[config.mk]
export PLATFORM = sky130hd
export DESIGN_NAME = msi_directory
export DESIGN_NICKNAME = d
export VERILOG_FILES = /design/src/rtl/msi_dir_pkg.sv /design/src/rtl/msi_dir_arbiter.sv /design/src/rtl/msi_directory.sv
export SDC_FILE = /design/constraint.sdc
export NUM_CORES = 1
export LEC_CHECK = 0
export CORE_AREA = 5 5 118 120
export DETAILED_ROUTE_END_ITERATION = 10
export DIE_AREA = 0 0 123 125
export HOLD_SLACK_MARGIN = 0.06
export PLACE_DENSITY = 0.92
export REMOVE_ABC_BUFFERS = 1
export SLEW_MARGIN = 20
export SYNTH_ARGS = -nofsm -noshare
export SYNTH_HDL_FRONTEND = slang
export SYNTH_SLANG_ARGS = --single-unit
[constraint.sdc]
create_clock -name clk_i -period 9.8 [get_ports clk_i]
set_input_delay 1.96 -clock clk_i [delete_from_list [all_inputs] [get_ports clk_i]]
set_output_delay 1.96 -clock clk_i [all_outputs]
set_load 0.02 [all_outputs]
[src/rtl/msi_dir_pkg.sv]
// msi_dir_pkg
// Shared definitions for the two-processor MSI home-node directory:
// geometry localparams, request and directory-state codes, the controller
// FSM state enum, and the power-on contents of memory and directory.
package msi_dir_pkg;

  localparam int NPROC = 2;
  localparam int AW    = 4;
  localparam int DW    = 4;
  localparam int NBLK  = 1 << AW;

  typedef enum logic [1:0] {
    REQ_NONE  = 2'b00,
    REQ_READ  = 2'b01,
    REQ_WRITE = 2'b10,
    REQ_WB    = 2'b11
  } reqType_e;

  typedef enum logic [1:0] {
    DIR_U = 2'b00,
    DIR_S = 2'b01,
    DIR_E = 2'b10
  } dirState_e;

  typedef enum logic [2:0] {
    ST_IDLE,
    ST_LOOKUP,
    ST_INVAL,
    ST_FETCH,
    ST_REPLY
  } fsmState_e;

  function automatic logic [DW-1:0] memResetVal(input logic [AW-1:0] addr);
    case (addr)
      4'd1:    return 4'b0010;
      4'd2:    return 4'b0001;
      default: return '0;
    endcase
  endfunction

  function automatic logic [1:0] dirResetState(input logic [AW-1:0] addr);
    case (addr)
      4'd1:    return DIR_E;
      4'd2:    return DIR_S;
      default: return DIR_U;
    endcase
  endfunction

  // Block 1 starts owned by P0, block 2 starts shared by P0.
  function automatic logic [NPROC-1:0] dirResetSharers(input logic [AW-1:0] addr);
    case (addr)
      4'd1, 4'd2: return 2'b01;
      default:    return 2'b00;
    endcase
  endfunction

endpackage

[src/rtl/msi_dir_arbiter.sv]
// msi_dir_arbiter
// Two-way round-robin arbiter. A lone requester is granted directly; when
// both request, the one not granted last wins. The last-grant register only
// advances when the grant is actually taken (en_i high).
// Ports:
//   clk_i, rst_ni  clock, asynchronous active-low reset
//   req_i          per-processor request (already masked by the caller)
//   en_i           grant is consumed this cycle
//   gntValid_o     some request is present
//   gntIdx_o       index of the granted processor
module msi_dir_arbiter (
  input  logic       clk_i,
  input  logic       rst_ni,
  input  logic [1:0] req_i,
  input  logic       en_i,
  output logic       gntValid_o,
  output logic       gntIdx_o
);

  logic lastGnt_q, lastGnt_d;

  always_comb begin
    gntValid_o = |req_i;
    if (req_i == 2'b11) gntIdx_o = ~lastGnt_q;
    else                gntIdx_o = req_i[1];
    lastGnt_d = (en_i && gntValid_o) ? gntIdx_o : lastGnt_q;
  end

  // Reset as if P1 was granted last so that P0 wins the first contention.
  always_ff @(posedge clk_i or negedge rst_ni) begin
    if (!rst_ni) lastGnt_q <= 1'b1;
    else         lastGnt_q <= lastGnt_d;
  end

endmodule

[src/rtl/msi_directory.sv]
// msi_directory
// Home-node directory controller for a two-cache MSI protocol. Serves
// ReadMiss/WriteMiss/WriteBack requests, keeps per-block directory state and
// backing memory, and issues invalidate / fetch commands to remote caches.
// Ports:
//   clk_i, rst_ni            clock, asynchronous active-low reset
//   reqValid_i/Type/Addr/Data per-processor request lanes {P1,P0}
//   reqAck_o, respValid_o    one-cycle completion / data-valid to requester
//   respData_o               block data (0 when respValid_o is low)
//   invReq_o, fetchReq_o     level commands to remote caches, cmdAddr_o addr
//   invAck_i, fetchValid_i   remote responses, fetchData_i owner data {P1,P0}
//   busy_o                   controller not in IDLE
module msi_directory
  import msi_dir_pkg::*;
(
  input  logic [0:0]          clk_i,
  input  logic                rst_ni,
  input  logic [NPROC-1:0]    reqValid_i,
  input  logic [2*NPROC-1:0]  reqType_i,
  input  logic [NPROC*AW-1:0] reqAddr_i,
  input  logic [NPROC*DW-1:0] reqData_i,
  output logic [NPROC-1:0]    reqAck_o,
  output logic [NPROC-1:0]    respValid_o,
  output logic [DW-1:0]       respData_o,
  output logic [NPROC-1:0]    invReq_o,
  output logic [NPROC-1:0]    fetchReq_o,
  output logic [AW-1:0]       cmdAddr_o,
  input  logic [NPROC-1:0]    invAck_i,
  input  logic [NPROC-1:0]    fetchValid_i,
  input  logic [NPROC*DW-1:0] fetchData_i,
  output logic                busy_o
);

  fsmState_e state_q, state_d;

  logic          reqIdx_q;
  logic [1:0]    reqType_q;
  logic [AW-1:0] reqAddr_q;
  logic [DW-1:0] reqData_q;

  logic [DW-1:0]    mem_q        [NBLK];
  logic [1:0]       dirState_q   [NBLK];
  logic [NPROC-1:0] dirSharers_q [NBLK];

  logic [NPROC-1:0] invSeen_q;
  logic [NPROC-1:0] reqAck_q, reqAck_d, respValid_q, respValid_d;
  logic [NPROC-1:0] invReq_q, invReq_d, fetchReq_q, fetchReq_d;
  logic [DW-1:0]    respData_q, respData_d;
  logic [AW-1:0]    cmdAddr_q, cmdAddr_d;

  logic gntValid, gntIdx;
  logic [NPROC-1:0] reqOneHot, curSharers, otherSharers;
  logic [1:0]       curState;
  logic             addrZero, isMiss, isOwner, needFetch, needInval;
  logic             invDone, fetchDone;
  logic [DW-1:0]    ownerData;

  // A requester whose ack is on the wire is still holding ReqValid for the
  // request just completed; mask it so it is not served twice.
  msi_dir_arbiter uArbiter (
    .clk_i      (clk_i),
    .rst_ni     (rst_ni),
    .req_i      (reqValid_i & ~reqAck_q),
    .en_i       (state_q == ST_IDLE),
    .gntValid_o (gntValid),
    .gntIdx_o   (gntIdx)
  );

  always_comb begin
    reqOneHot    = reqIdx_q ? 2'b10 : 2'b01;
    curState     = dirState_q[reqAddr_q];
    curSharers   = dirSharers_q[reqAddr_q];
    otherSharers = curSharers & ~reqOneHot;
    addrZero     = (reqAddr_q == '0);
    isMiss       = (reqType_q == REQ_READ) || (reqType_q == REQ_WRITE);
    isOwner      = (curState == DIR_E) && (curSharers == reqOneHot);
    needFetch    = !addrZero && isMiss && (curState == DIR_E) && (otherSharers != '0);
    needInval    = !addrZero && (reqType_q == REQ_WRITE) && (curState == DIR_S) &&
                   (otherSharers != '0);
    invDone      = ((invSeen_q | invAck_i) & invReq_q) == invReq_q;
    fetchDone    = |(fetchValid_i & fetchReq_q);
    ownerData    = fetchReq_q[1] ? fetchData_i[2*DW-1:DW] : fetchData_i[DW-1:0];
  end

  always_ff @(posedge clk_i or negedge rst_ni) begin
    if (!rst_ni) state_q <= ST_IDLE;
    else         state_q <= state_d;
  end

  always_comb begin
    state_d = state_q;
    case (state_q)
      ST_IDLE:   if (gntValid) state_d = ST_LOOKUP;
      ST_LOOKUP: begin
        if (needFetch)      state_d = ST_FETCH;
        else if (needInval) state_d = ST_INVAL;
        else                state_d = ST_REPLY;
      end
      ST_INVAL:  if (invDone)   state_d = ST_REPLY;
      ST_FETCH:  if (fetchDone) state_d = ST_REPLY;
      ST_REPLY:  state_d = ST_IDLE;
      default:   state_d = ST_IDLE;
    endcase
  end

  // Next values of the registered outputs. Commands are raised on leaving
  // LOOKUP and held until the remote side has answered.
  always_comb begin
    reqAck_d    = '0;
    respValid_d = '0;
    respData_d  = '0;
    invReq_d    = '0;
    fetchReq_d  = '0;
    cmdAddr_d   = '0;
    case (state_q)
      ST_LOOKUP: begin
        if (needFetch) begin
          fetchReq_d = otherSharers;
          cmdAddr_d  = reqAddr_q;
        end else if (needInval) begin
          invReq_d  = otherSharers;
          cmdAddr_d = reqAddr_q;
        end
      end
      ST_INVAL: if (!invDone) begin
        invReq_d  = invReq_q;
        cmdAddr_d = cmdAddr_q;
      end
      ST_FETCH: if (!fetchDone) begin
        fetchReq_d = fetchReq_q;
        cmdAddr_d  = cmdAddr_q;
      end
      ST_REPLY: begin
        reqAck_d = reqOneHot;
        if (isMiss) begin
          respValid_d = reqOneHot;
          respData_d  = addrZero ? '0 : mem_q[reqAddr_q];
        end
      end
      default: ;
    endcase
  end

  always_ff @(posedge clk_i or negedge rst_ni) begin
    if (!rst_ni) begin
      reqAck_q    <= '0;
      respValid_q <= '0;
      respData_q  <= '0;
      invReq_q    <= '0;
      fetchReq_q  <= '0;
      cmdAddr_q   <= '0;
      invSeen_q   <= '0;
      reqIdx_q    <= 1'b0;
      reqType_q   <= '0;
      reqAddr_q   <= '0;
      reqData_q   <= '0;
    end else begin
      reqAck_q    <= reqAck_d;
      respValid_q <= respValid_d;
      respData_q  <= respData_d;
      invReq_q    <= invReq_d;
      fetchReq_q  <= fetchReq_d;
      cmdAddr_q   <= cmdAddr_d;
      if (state_q == ST_IDLE && gntValid) begin
        reqIdx_q  <= gntIdx;
        reqType_q <= gntIdx ? reqType_i[3:2] : reqType_i[1:0];
        reqAddr_q <= gntIdx ? reqAddr_i[2*AW-1:AW] : reqAddr_i[AW-1:0];
        reqData_q <= gntIdx ? reqData_i[2*DW-1:DW] : reqData_i[DW-1:0];
      end
      // Acks from caches that were never targeted are dropped here.
      if (state_q == ST_LOOKUP)     invSeen_q <= '0;
      else if (state_q == ST_INVAL) invSeen_q <= (invSeen_q | invAck_i) & invReq_q;
    end
  end

  // Memory and directory. A write-back only takes effect from the current
  // exclusive owner; miss bookkeeping is applied in REPLY, after any fetch,
  // so a downgraded owner remains a sharer on a ReadMiss.
  always_ff @(posedge clk_i or negedge rst_ni) begin
    if (!rst_ni) begin
      for (int i = 0; i < NBLK; i++) begin
        mem_q[i]        <= memResetVal(AW'(i));
        dirState_q[i]   <= dirResetState(AW'(i));
        dirSharers_q[i] <= dirResetSharers(AW'(i));
      end
    end else begin
      case (state_q)
        ST_LOOKUP: if (reqType_q == REQ_WB && !addrZero && isOwner) begin
          mem_q[reqAddr_q]        <= reqData_q;
          dirState_q[reqAddr_q]   <= DIR_U;
          dirSharers_q[reqAddr_q] <= '0;
        end
        ST_FETCH: if (fetchDone) mem_q[reqAddr_q] <= ownerData;
        ST_REPLY: if (!addrZero) begin
          if (reqType_q == REQ_READ) begin
            dirState_q[reqAddr_q]   <= DIR_S;
            dirSharers_q[reqAddr_q] <= curSharers | reqOneHot;
          end else if (reqType_q == REQ_WRITE) begin
            dirState_q[reqAddr_q]   <= DIR_E;
            dirSharers_q[reqAddr_q] <= reqOneHot;
          end
        end
        default: ;
      endcase
    end
  end

  always_comb begin
    reqAck_o    = reqAck_q;
    respValid_o = respValid_q;
    respData_o  = respData_q;
    invReq_o    = invReq_q;
    fetchReq_o  = fetchReq_q;
    cmdAddr_o   = cmdAddr_q;
    busy_o      = (state_q != ST_IDLE);
  end

endmodule

Word level (Yosys, flattened, before mapping)
Index checks and enable logic that the tools add are counted.
{"block": "classes", "order_cmp": 2, "n_eq_ne": 18, "mux": 62, "bitwise_logic": 19, "reduce_logical": 26}
{"cell": "$mux 32", "n": 8}
{"cell": "$bwmux 64", "n": 2}
{"cell": "$mux 64", "n": 2}
{"cell": "$pmux 32 s2", "n": 2}
{"cell": "$pmux 64 s2", "n": 1}
{"cell": "$and 32x32->32", "n": 2}
{"cell": "$bwmux 32", "n": 2}
{"cell": "$mux 4", "n": 13}
{"cell": "$mux 2", "n": 17}
{"cell": "$and 16x16->16", "n": 2}
{"cell": "$not 16->16", "n": 2}
{"cell": "$not 32->32", "n": 1}
{"cell": "$or 16x16->16", "n": 2}
{"cell": "$bmux 2 s4", "n": 2}
{"cell": "$bmux 4 s4", "n": 1}
{"cell": "$demux 4 s4", "n": 1}
{"cell": "$mux 3", "n": 5}
{"cell": "$pmux 3 s4", "n": 1}
{"cell": "$pmux 4 s3", "n": 1}
{"cell": "$logic_and 1x1->1", "n": 11}
{"cell": "$and 2x2->2", "n": 4}
{"cell": "$demux 2 s4", "n": 1}
{"cell": "$eq 2x2->1 const B", "n": 4}
{"cell": "$ne 2x2->1 const B", "n": 4}
{"cell": "25 further kinds", "n": 36}
{"block": "word_totals", "reg_bits": 161, "in_bits": 36, "output_inout_bits": 17, "elab_cells": 188}

Logic depth before layout (Yosys ltp)
{"block": "logic_depth", "depth_word": 11, "mapped_depth": 14, "ltp_nobuf": 10}

Hierarchy
From an unflattened synthesis, not the netlist that was laid out.
{"block": "hier_totals", "cells_unflattened": 587, "hier_area_um2": 7691.1}
{"mod": "msi_directory", "instances": 1, "cells_each": 582, "area_each_um2": 7639.8, "seq_area_each_um2": 4011.3}
{"mod": "msi_dir_arbiter", "instances": 1, "cells_each": 5, "area_each_um2": 51.3, "seq_area_each_um2": 26.3}

Worst setup path after synthesis
OpenSTA, ideal clock, no wires.
{"block": "synth_path", "path_kind": "register -> register", "from": "register reqAddr_q[0]", "to": "register mem_q[32] in the netlist's numbering", "setup_ps": 125, "arrival_time_ps": 3716, "t_required_ps": 9675, "slack_ps": 5959, "path_stages_with_launch": 13, "n_path_buf": 3, "synth_period_minus_slack_ps": 3841, "path_cell_list": "dfrtp_1 -> buf_6 -> buf_2 -> buf_2 -> mux4_2 -> mux4_2 -> inv_1 -> ha_1 -> nor3b_1 -> nand3_1 -> o31ai_4 -> and2b_1 -> mux2_2"}
{"block": "synth_via", "elab_chain_len": 9, "word_cells_on_any_way": 26, "classes_between": "order compare (2); eq/ne (3); mux (13); bitwise (1); reduce/logical (7)"}
{"element": "start: declaration", "line": "msi_directory.sv:38", "rtl": "logic [AW-1:0] reqAddr_q;"}
{"element": "start signal: assignment", "line": "msi_directory.sv:167", "rtl": "reqAddr_q <= gntIdx ? reqAddr_i[2*AW-1:AW] : reqAddr_i[AW-1:0];"}
{"element": "$not 4->5 (not written as such)"}
{"element": "$bmux 2 s4 (on tied branches)", "line": "msi_directory.sv:71, msi_directory.sv:72"}
{"element": "$mux 2 (on tied branches) (2 in a row)", "line": "msi_directory.sv:71, msi_directory.sv:72"}
{"element": "$eq 2x2->1", "line": "msi_directory.sv:76", "rtl": "isOwner = (curState == DIR_E) && (curSharers == reqOneHot);"}
{"element": "$logic_and 1x1->1", "line": "msi_directory.sv:76"}
{"element": "$logic_and 1x1->1", "line": "msi_directory.sv:188", "rtl": "ST_LOOKUP: if (reqType_q == REQ_WB && !addrZero && isOwner) begin"}
{"element": "$ne 2x1->1 (no line)"}
{"element": "$reduce_and 3->1 (no line)"}
{"element": "end signal: indexed assignment", "line": "msi_directory.sv:182", "rtl": "mem_q[i] <= memResetVal(AW'(i));"}
{"element": "end signal: indexed assignment", "line": "msi_directory.sv:189", "rtl": "mem_q[reqAddr_q] <= reqData_q;"}
{"element": "end signal: indexed assignment", "line": "msi_directory.sv:193", "rtl": "ST_FETCH: if (fetchDone) mem_q[reqAddr_q] <= ownerData;"}
{"element": "end: declaration", "line": "msi_directory.sv:41", "rtl": "logic [DW-1:0] mem_q [NBLK];"}
Several ways; a longest one is shown, not always the timed one. The select of a mux whose other input is x is not followed.
A chain may end at the register's enable or synchronous reset.

Final worst setup path
{"block": "layout_path", "from": "register reqAddr_q[0]", "to": "register mem_q[36] in the netlist's numbering"}
The elaborated chain is that of the path after synthesis.

==> impl_metrics.tcl <==
set metrics [dict create \
    ys.flop_type "dfrtp_1" \
    vias 6233 \
    final_max_slew_viol_count 0 \
    grt_pass1_wl_um 35000 \
    cp_common_cell "mux4_2" \
    finalCritPeriodShare_pct 47.5 \
    clock_latency_ns 0.44 \
    holdBufCountCts 0 \
    yosysMostFrequentCell "dfrtp_1" \
    fin_ws_ns 5.15 \
    async_flop_share_pct 100 \
    synth_seq_cells 161 \
    dpl_worst_slack_ns 5.28 \
    cts_tree "built" \
    hpwl_um 13600 \
    cts-root-buf "clkbuf_16" \
    num-fill-cells 731 \
    worst-path-max-fanout 48 \
    finish.utilization_pct 71.1 \
    initial_core_util_pct 61.7 \
    core_area_sq_mm 0.0129 \
    port_buffers 52 \
    max_freq_ghz 0.215 \
    synth.distinct_cells 51 \
    grt_usage_pct 29.8 \
    outcome "finished clean" \
    worstRegToRegCells 10 \
    grt_max_degree 82 \
    synth_edf_count 0 \
    first_iter_violations 1028 \
    path_clk_slew_ns 0.06 \
    synth.top_cells.by_count "154 x dfrtp_1, 64 x mux2_2, 60 x nand2_1" \
    clockBufferDepth 2 \
    post-cts-setup-buffers 0 \
    wire_per_inst_um 25.1 \
    hold_viol 0 \
    fin_skew_ns 0.0104 \
    power.density_mw_per_mm2 158 \
    place_area_sq_mm 0.00856 \
    dieHeight_um 125 \
    slew-limit-headroom_pct 34.0 \
    die_w_um 123 \
    final_cell_area_sq_mm 0.00915 \
    avgViaCountPerCell 7.10 \
    yosys_warnings 0 \
    ios 53 \
    worst_ep_required_time_ns 10.16 \
    r2r-end "mem_q[36]" \
    dr.pass1.iters 6 \
    multi_input_area_sq_mm 0.00366 \
    critPathSlowestCell "or2_0" \
    tightest_slew_ns 0.986 \
    hold_depth 0 \
    postSynthCellCount 652 \
    rsz0062_at_grt "no" \
    min_period_ns 4.65 \
    numClockSinks 161 \
    num_rows 42 \
    power.leakage_nw 3.85 \
    finalSetupTns_ns 0 \
    globalplace.congestion 0.861 \
    drive_gt1_share_pct 23.2 \
    drtAntennaViolNets 0 \
    cts_buffers 17 \
    grt_pass1_vias 6375 \
    holdCritPathClass "reg2reg" \
    worst-path-buf-inv 2 \
    irDropWorstVdd_uv 137 \
    grt-ovfl-total 0 \
    drc 0 \
    finalSetupViolCount 0 \
    syn_area_sq_mm 0.00794 \
    synthToLayoutAreaGrowth_pct 15.3 \
    synth_area_leaders "dfrtp_1 49%, mux4_2 9.4%, mux2_2 9.1%" \
    synth.avg_cell_area_sq_um 12.2 \
    diodes 0 \
    crit_family "simple AND/OR/NAND/NOR gates" \
    cp_cell_sequence "buf_4 -> mux4_2 -> mux4_2 -> inv_1 -> ha_1 -> nor3b_1 -> nand3_1 -> o31ai_4 -> or2_0 -> a32o_1" \
    yosysTopAreaCellShare_pct 48.5 \
    antenna_found_initial 0 \
    fin_nets 732 \
    cp-end-kind "flip-flop" \
    ff_latch_area_sq_mm 0.00404 \
    max_cap_violations 0 \
    post_cts_resized 0 \
    r2r_slack_ns 5.15 \
    crit_type "reg2reg" \
    finalHoldWorstSlack_ns 0.373 \
    yosysSeqAreaShare_pct 50.9 \
    crit_arrival_ns 5.02 \
    dieArea_sq_mm 0.0154 \
    drt_wl_total_um 22000 \
    cp-start-kind "flip-flop" \
    crit-reg2reg-launch "reqAddr_q[0]" \
    critPathMaxStageDelay_ns 0.80 \
    htreeDepth 4 \
    synth_top_area_cell "dfrtp_1" \
]
==> cell usage in the layout (no fill, tap or decap), types with 20 or more instances in the layout <==
cell and count:
mux4_2 33, o21ai_0 43, o31ai_1 24, a32o_1 20, nor2_1 34, a21oi_1 29
mux2_2 64, dfrtp_1 153, nand2_1 60, clkdlybuf4s50_1 51
==> worst max path at each step <==
stage,start,slack (ns),to,cells past startpoint
detailed placement,reqAddr_q[0],5.28,mem_q[36],10
CTS,reqAddr_q[0],5.20,mem_q[55],10
global route,reqAddr_q[0],4.90,mem_q[54],10
floorplan,reqAddr_q[0],5.22,mem_q[59],9
global placement,reqAddr_q[0],5.52,dirSharers_q[15],11
finish,reqAddr_q[0],5.15,mem_q[36],10
==> where the power goes <==
part	total (W)	leakage, nW	switching [W]	internal [W]
sequential	0.000672	2.06	0.00000307	0.000669
clock	0.000661	0.286	0.000268	0.000393
combinational	0.000115	1.51	0.0000694	0.0000452
total	0.00145	3.85	0.000340	0.00111
==> area by class of cell <==
type	instances	share of cell area, %
inverters	10	0.410
well taps	176	2.41
clock buffers	22	5.18
clock inverters	10	1.19
flip-flops and latches	161	44.1
multi-input cells	436	40.0
repair buffers	63	6.64
==> routing by layer <==
layer  up-vias  track usage [%]  share of wire (%)
met5         -                0                  0
met3       146             8.04                 11
met2       541             48.1                 48
li1       2506                -                  -
met4         0             16.4                5.9
met1      3040             36.3                 35
==> logic make-up (layout without fill, tap and decap cells) <==
kind of cell / Yosys count / in the layout / share of synthesized area [%]
AO/OA/AOI/OAI: 148 / 148 / 12.7
AND/OR/NAND/NOR: 161 / 161 / 9.88
buffers and inverters: 55 / 105 / 3.11
flip-flops: 161 / 161 / 50.9
multiplexers: 120 / 120 / 22.4
adder cells (fa/ha/maj): 7 / 7 / 1.10
==> metrics by stage <==
step	power (W)	std cells
3_5_place_dp	0.000792	846
2_1_floorplan	0.000743	607
3_3_place_gp	0.000788	846
6_report	0.00145	878
5_1_grt	0.00149	878
4_1_cts	0.00144	878
(Power assumes the default switching activity.)
